--- config.mk ---
export PLATFORM = sky130hd
export DESIGN_NAME = mux_nto1_stream
export DESIGN_NICKNAME = d
export VERILOG_FILES = /design/src/rtl/mux_pkg.sv /design/src/rtl/rr_arbiter.sv /design/src/rtl/mux_nto1_stream.sv
export SDC_FILE = /design/constraint.sdc
export NUM_CORES = 1
export LEC_CHECK = 0
export CORE_ASPECT_RATIO = 0.75
export CORE_MARGIN = 5
export CORE_UTILIZATION = 35
export DETAILED_ROUTE_END_ITERATION = 8
export MAX_ROUTING_LAYER = met4
export PLACE_DENSITY = 0.75
export SYNTH_ARGS = -nofsm -noshare
export SYNTH_HDL_FRONTEND = slang
export SYNTH_SLANG_ARGS = --single-unit
--- constraint.sdc ---
create_clock -name clk -period 4.1 [get_ports clk]
set_clock_uncertainty 0.2 [all_clocks]
set_input_delay 0.82 -clock clk [delete_from_list [all_inputs] [get_ports clk]]
set_output_delay 0.82 -clock clk [all_outputs]
set_load 0.02 [all_outputs]
--- src/rtl/mux_pkg.sv ---
// mux_pkg: shared mode encodings and counter width for mux_nto1_stream.
package mux_pkg;
  localparam logic MODE_FIXED = 1'b0;
  localparam logic MODE_RR    = 1'b1;
  localparam int   COUNT_W    = 16;
endpackage

--- src/rtl/rr_arbiter.sv ---
// rr_arbiter: combinational round-robin pick, searching from last_grant+1 modulo CHANNELS.
module rr_arbiter #(
  parameter int CHANNELS = 4,
  parameter int SEL_W    = $clog2(CHANNELS)
) (
  input  logic [CHANNELS-1:0] req,
  input  logic [SEL_W-1:0]    last_grant,
  output logic [SEL_W-1:0]    grant,
  output logic                grant_valid
);
  // Walk from farthest to nearest so the nearest requester wins.
  always_comb begin
    grant = '0;
    grant_valid = 1'b0;
    for (int i = CHANNELS; i >= 1; i--) begin
      if (req[(int'(last_grant) + i) % CHANNELS]) begin
        grant = SEL_W'((int'(last_grant) + i) % CHANNELS);
        grant_valid = 1'b1;
      end
    end
  end
endmodule

--- src/rtl/mux_nto1_stream.sv ---
// mux_nto1_stream: N:1 valid/ready mux (fixed select or round-robin) with one output register.
// Optional MUX_STATS_EN adds the out_count transfer counter.
import mux_pkg::*;

module mux_nto1_stream #(
  parameter int WIDTH    = 8,
  parameter int CHANNELS = 4,
  parameter int SEL_W    = $clog2(CHANNELS)
) (
  input  logic                      clk,
  input  logic                      rst,
  input  logic [CHANNELS*WIDTH-1:0] in,
  input  logic [CHANNELS-1:0]       in_valid,
  output logic [CHANNELS-1:0]       in_ready,
  input  logic [SEL_W-1:0]          sel,
  input  logic                      mode,
  output logic [WIDTH-1:0]          out,
  output logic                      out_valid,
  input  logic                      out_ready,
`ifdef MUX_STATS_EN
  output logic [COUNT_W-1:0]        out_count,
`endif
  output logic [SEL_W-1:0]          out_chan
);
  localparam int PAD = 2**SEL_W;
  logic [PAD*WIDTH-1:0] in_pad;
  logic [PAD-1:0]       valid_pad;
  logic [SEL_W-1:0]     rr_grant, grant, last_grant_q, last_grant_d, out_chan_q, out_chan_d;
  logic                 rr_valid, fix_valid, grant_valid, load_en, take;
  logic [WIDTH-1:0]     out_q, out_d;
  logic                 out_valid_q, out_valid_d;

  rr_arbiter #(.CHANNELS(CHANNELS), .SEL_W(SEL_W)) u_arb (
    .req(in_valid), .last_grant(last_grant_q), .grant(rr_grant), .grant_valid(rr_valid)
  );

  // Padding to a power of two keeps an out-of-range sel index inside the vectors.
  always_comb begin
    in_pad = (PAD*WIDTH)'(in);
    valid_pad = PAD'(in_valid);
    fix_valid = (int'(sel) < CHANNELS) && valid_pad[sel];
    grant = (mode == MODE_RR) ? rr_grant : sel;
    grant_valid = (mode == MODE_FIXED) ? fix_valid : rr_valid;
    load_en = !out_valid_q || out_ready;
    take = load_en && grant_valid && !rst;
    in_ready = take ? CHANNELS'(1) << grant : '0;
    out_d = take ? in_pad[grant*WIDTH +: WIDTH] : out_q;
    out_chan_d = take ? grant : out_chan_q;
    last_grant_d = take ? grant : last_grant_q;
    out_valid_d = load_en ? grant_valid : out_valid_q;
  end

  always_ff @(posedge clk) begin
    if (rst) begin
      out_q <= '0;
      out_chan_q <= '0;
      out_valid_q <= 1'b0;
      last_grant_q <= SEL_W'(CHANNELS-1);
    end else begin
      out_q <= out_d;
      out_chan_q <= out_chan_d;
      out_valid_q <= out_valid_d;
      last_grant_q <= last_grant_d;
    end
  end

`ifdef MUX_STATS_EN
  logic [COUNT_W-1:0] count_q, count_d;
  always_comb count_d = count_q + COUNT_W'(out_valid_q && out_ready);
  always_ff @(posedge clk) count_q <= rst ? '0 : count_d;
  assign out_count = count_q;
`endif

  assign out = out_q;
  assign out_valid = out_valid_q;
  assign out_chan = out_chan_q;
endmodule

==> results.yml, run 1 <==
run_status:
  status: "complete, no violations"
final_layout:
  diodes: 0
  fin_nets: 245
  regArea_sq_um: 260
  drive_gt1_share_pct: 11.4
  area_delta_synth_final_pct: 59.2
  fillers: 262
  multi_input_area_sq_um: 773
route:
  drt_first_pass_iters: 4
  drt-initial-drc-count: 45
  dr_total_vias: 1325
  drt_wl_total_mm: 3.56
  viasPerCell: 5.52
  drt-wirelength-per-cell_microns: 14.8
  final_antenna_net_count: 0
  drc: 0
clock_tree:
  clk_path_buf_depth: 2
  cts.clk_slew.worst_paths_ps: 50
  cts_resized: 0
  clock-sinks: 13
  clk_latency_ps: 240
  cts_buffers: 3
  hold_buffers: 0
  cts_tree: "yes"
  cts-root-buf: "clkbuf_8"
  h-tree-depth: 1
  post_cts_buffers: 0
synthesis:
  seq_area_frac_synth_pct: 23.4
  syn_inst: 143
  async_flop_share_pct: 0
  synth-edff-count: 0
  synth_cell_types: 34
  netlist_top_cells_area: "dfxtp_1, nand3_1, mux2i_1"
  ys.warnings.count: 0
  synth_top_area_share_pct: 23.4
  synth.avg_cell_area_sq_um: 7.79
  synth.most_common_cell: "nand3_1"
  synthTopCellsByCount: "nand3_1, nand2_1, dfxtp_1, o21ai_0, mux2i_1"
  syn-num-nets: 185
  synth_top_area_cell: "dfxtp_1"
  synth_area_sq_um: 1110
  synth-main-ff-cell: "dfxtp_1"
  synth_seq_cells: 13
die:
  initial_core_util_pct: 37.1
  die_y_microns: 58.9
  fp.dieW_microns: 75.1
  core_area_sq_um: 3000
  ios: 57
  num_rows: 17
  die-area_sq_um: 4420
critical_path:
  cp_max_fo: 10
  worstPathArrival_ps: 2930
  critPathCaptureType: "primary output"
  r2r_setup_slack_ps: 2040
  crit_chain: "clkdlybuf4s50_1 > nor2_2 > nor2b_1 > a2bb2oi_2 > nand2_1 > nor2_1 > clkdlybuf4s50_1"
  critPathRequiredTime_ps: 3080
  crit_top_cell: "clkdlybuf4s50_1"
  rr_startpoint: "last_grant_q[1]"
  rr_worst_depth: 6
  crit_type: "in2out"
  cp_slowest_cell: "clkdlybuf4s50_1"
  r2r-end: "out[6]"
  critPathMaxStageDelay_ps: 620
  cp-start-kind: "primary input"
global_route:
  grt_overflow: 0
  grt_pass1_wl_mm: 5.59
  antenna_found_initial: 0
  grt_max_degree: 27
  track_usage_pct: 16.6
  grt_pass1_vias: 1234
power:
  pwr-share-clk_pct: 22.3
  vdd_drop_max_uv: 183
  p_sw_share_pct: 33.6
  power_frac_comb_pct: 46.7
  pwr-share-seq_pct: 31.0
  intPower_uw: 337
  power_leakage_uw: 0.000689
  p_sw_uw: 171
  powerDensity_nw_per_um2: 286
sta:
  worstMarginPinSlew_ps: 560
  slew_headroom_pct: 62.6
  final_hold_viol_count: 0
  setup_viol: 0
  fmaxAchievable_ghz: 0.253
  post-route-period-util_pct: 96.3
  final.setup.worst_slack_ps: 152
  period_needed_ps: 3950
  grt_setup_unrepaired: "false"
  slew_viol_final: 0
  tns_ps: 0
worst_hold_path:
  hold_path_startpoint: "out[7]"
  hp-class: "reg2reg"
  holdPathEnd: "out[7]"
  min_path_cells: 1
placed_design:
  dpl.hpwl_mm: 2.85
  pre_cts_ws_ps: 143
  gp_congestion: 0.816
  port_buffers: 56
run:
  cap_viol_max_count: 0
power groups by stage:
stage / registers (uW) / logic (uW) / clock network [uW]
finish: 157 / 237 / 113
floorplan: 176 / 113 / 0
global route: 159 / 258 / 121
CTS: 157 / 238 / 114
detailed placement: 160 / 237 / 0
global placement: 159 / 232 / 0
worst max path at each step:
stage | from | to | slack (ps) | cells after the start
2_1_floorplan | sel[1] | in_ready[2] | 850 | 7
3_3_place_gp | in_valid[3] | in_ready[0] | 170 | 7
3_5_place_dp | in_valid[3] | in_ready[0] | 140 | 7
4_1_cts | in_valid[3] | in_ready[0] | 130 | 7
5_1_grt | in_valid[3] | in_ready[0] | 10 | 7
6_report | in_valid[3] | in_ready[0] | 150 | 7
through the flow:
step                      area [sq um]  power [uW]  util [%]  hold slack (ps)  std cells
after detailed placement          1730         396      57.6              269        236
after CTS                         1770         509      59.1              280        240
after global placement            1730         391      57.6              257        236
after global routing              1770         539      59.1              307        240
final                             1770         508      59.1              275        240
after floorplan                   1110         288         -              299        143
cell families (layout without fill, tap and decap cells):
| kind of cell | count (synthesis) | after routing | synth area share, % |
|---|---|---|---|
| AOI/OAI and AO/OA | 38 | 38 | 26.2 |
| buffers and inverters | 14 | 73 | 7.19 |
| DFF | 13 | 13 | 23.4 |
| muxes | 10 | 10 | 10.1 |
| and+or+nand+nor | 68 | 68 | 33.1 |
cells in the final DEF (no fill, tap or decap), drive strengths merged, types with 2 or more instances in the layout:
| cell | n |
|---|---|
| a31oi | 8 |
| mux2i | 9 |
| dfxtp | 13 |
| nor2 | 7 |
| buf | 10 |
| and3 | 2 |
| nand2 | 20 |
| a211oi | 2 |
| nand2b | 3 |
| clkbuf | 4 |
| nand3 | 25 |
| a21oi | 3 |
| a32o | 8 |
| inv | 3 |
| nand3b | 8 |
| clkdlybuf4s50 | 56 |
| o21ai | 11 |
sequential cells by signal, indices dropped and copies added, names as in the netlist:
signal,cells
out,8
last_grant_q,2
out_chan,2
out_valid,1
critical path, delay by kind of cell:
| family | cells | cell delay, ps |
|---|---|---|
| buffers and inverters | 2 | 1110 |
| AO/OA/AOI/OAI | 1 | 230 |
| AND/OR/NAND/NOR | 4 | 760 |
per-layer routing:
layer	track usage, %	part of all wire, %
met4	3.74	1.1
met1	22.3	45
met5	-	0
met3	4.44	8.1
met2	25.1	46
final cells by class:
type	instances	share of cell area, %
tap	38	2.68
multi-input combinational	116	43.6
clock buffer	4	2.54
timing repair buffer	66	35.9
inverter	3	0.635
sequential	13	14.7
Note: power is estimated with default switching activity, not from simulation.
==> inputs of run 2 (changes only) <==
Settings changed: CORE_UTILIZATION 35 to 43, HOLD_SLACK_MARGIN set to 0.03, PLACE_DENSITY 0.75 to 0.83.
==> run 2 against run 1 <==
Net effect: core utilization increased by 12 points; register-to-register slack improved by 20 ps; sequential power about the same; combinational power increased by 5%; via count increased by 4.2%; wire length increased by 6.4%; critical endpoint is now in_ready[1].
==> results.yml, run 2 (same netlist as run 1, synthesis figures left out) <==
run_status:
  status: "complete, no violations"
final_layout:
  fillers: 212
  postLayoutCellArea_sq_um: 1810
  fin_nets: 250
  layout_common_cells: "clkdlybuf4s50_1, nand3_1, nand2_1"
  diodes: 0
  area_delta_synth_final_pct: 62.1
  drive_gt1_share_pct: 14.0
  largest_reg_flops: 8
  post-route-util_pct: 71.0
  final_common_cell: "clkdlybuf4s50_1"
critical_path:
  crit_type: "in2out"
  critPathCaptureType: "primary output"
  worstPathArrival_ps: 2960
  cp-start-kind: "primary input"
  critPathRequiredTime_ps: 3080
  cp_max_fo: 12
clock_tree:
  hold_buffers: 0
  h-tree-depth: 1
  clock-sinks: 13
  clk_path_buf_depth: 2
  cts-root-buf: "clkbuf_4"
  cts_buffers: 3
  cts.clk_slew.worst_paths_ps: 80
  clk_latency_ps: 280
  cts_tree: "yes"
global_route:
  grt_use_met2_pct: 39.8
  grt_pass1_wl_mm: 6.11
  use_met3_pct: 5.85
  grt_overflow: 0
  met1_usage_pct: 26.6
  antenna_found_initial: 0
  track_usage_pct: 22.8
  grt_max_degree: 27
  grt_pass1_vias: 1394
  grt_busiest_layer: "met2"
sta:
  slew_headroom_pct: 60.9
  final_hold_viol_count: 0
  grt_setup_unrepaired: "false"
  worstMarginPinSlew_ps: 585
  post-route-period-util_pct: 97.1
  slew_viol_final: 0
  setup_viol: 0
  tns_ps: 0
  fmaxAchievable_ghz: 0.251
  period_needed_ps: 3980
  hold_ws_ps: 272
placed_design:
  port_buffers: 56
  place_area_sq_um: 1740
  gp_congestion: 0.876
  dpl.hpwl_mm: 2.93
route:
  final_antenna_net_count: 0
  drt-wirelength-per-cell_microns: 15.6
  dr_total_vias: 1380
  drt_wl_total_mm: 3.79
  viasPerCell: 5.68
  drt_first_pass_iters: 4
  drt-initial-drc-count: 63
  drc: 0
power:
  power.total_uw: 486
  powerDensity_nw_per_um2: 269
  power_leakage_uw: 0.000727
  vdd_drop_max_uv: 207
die:
  core_area_sq_um: 2540
  die-area_sq_um: 3720
  ios: 57
  initial_core_util_pct: 43.8
  fp.dieW_microns: 68.8
  num_rows: 16
  die_y_microns: 54.1
run:
  cap_viol_max_count: 0
worst_hold_path:
  hp-class: "reg2reg"
-- run 2: report_power, final --
part	switching (uW)	internal [uW]
Combinational	119	130
Clock	43.6	37.8
Sequential	11.6	145
-- run 2: repair_timing --
item                                    CTS  global route
cloned                                    0             0
pin swaps                                 1             0
endpoints found under the setup margin    4             3
resized for setup                         0             2
buffers inserted                          3             0
-- run 2: stage by stage --
stage               cells  worst slack, ps
global route          243             7.71
CTS                   243              100
global placement      236             -147
finish                243              120
detailed placement    236             -215
floorplan             143              847
-- run 2: worst paths after layout --
| kind | startpoint | end | slack, ps | depth (start not counted) |
|---|---|---|---|---|
| min | out[0] | out[0] | 270 | 1 |
| max reg2reg | last_grant_q[1] | out[3] | 2060 | 6 |
| min reg2reg | out[0] | out[0] | 270 | 1 |
| max | sel[1] | in_ready[1] | 120 | 7 |
-- run 2: cell type report --
class                      count  area (sq um)  share of cell area [%]
sequential                    13           260                    14.4
multi-input combinational    116           774                    42.9
inverter                       3          11.3                   0.624
clock buffer                   4          26.3                    1.46
timing repair buffer          71           688                    38.1
tap                           36          45.0                    2.49
-- run 2: worst max-delay path, cell delays in order --
cell and delay (ps):
clkdlybuf4s50_1 500, mux4_2 520, o21ai_2 200, nor3b_4 80, buf_12 150, and3_1 160, clkdlybuf4s50_1 530
-- run 2: routing by layer --
metal	vias to the layer above	routed length, microns
li1	670	-
met1	645	1690
met2	61	1810
met3	4	252
met4	0	28
met5	-	0
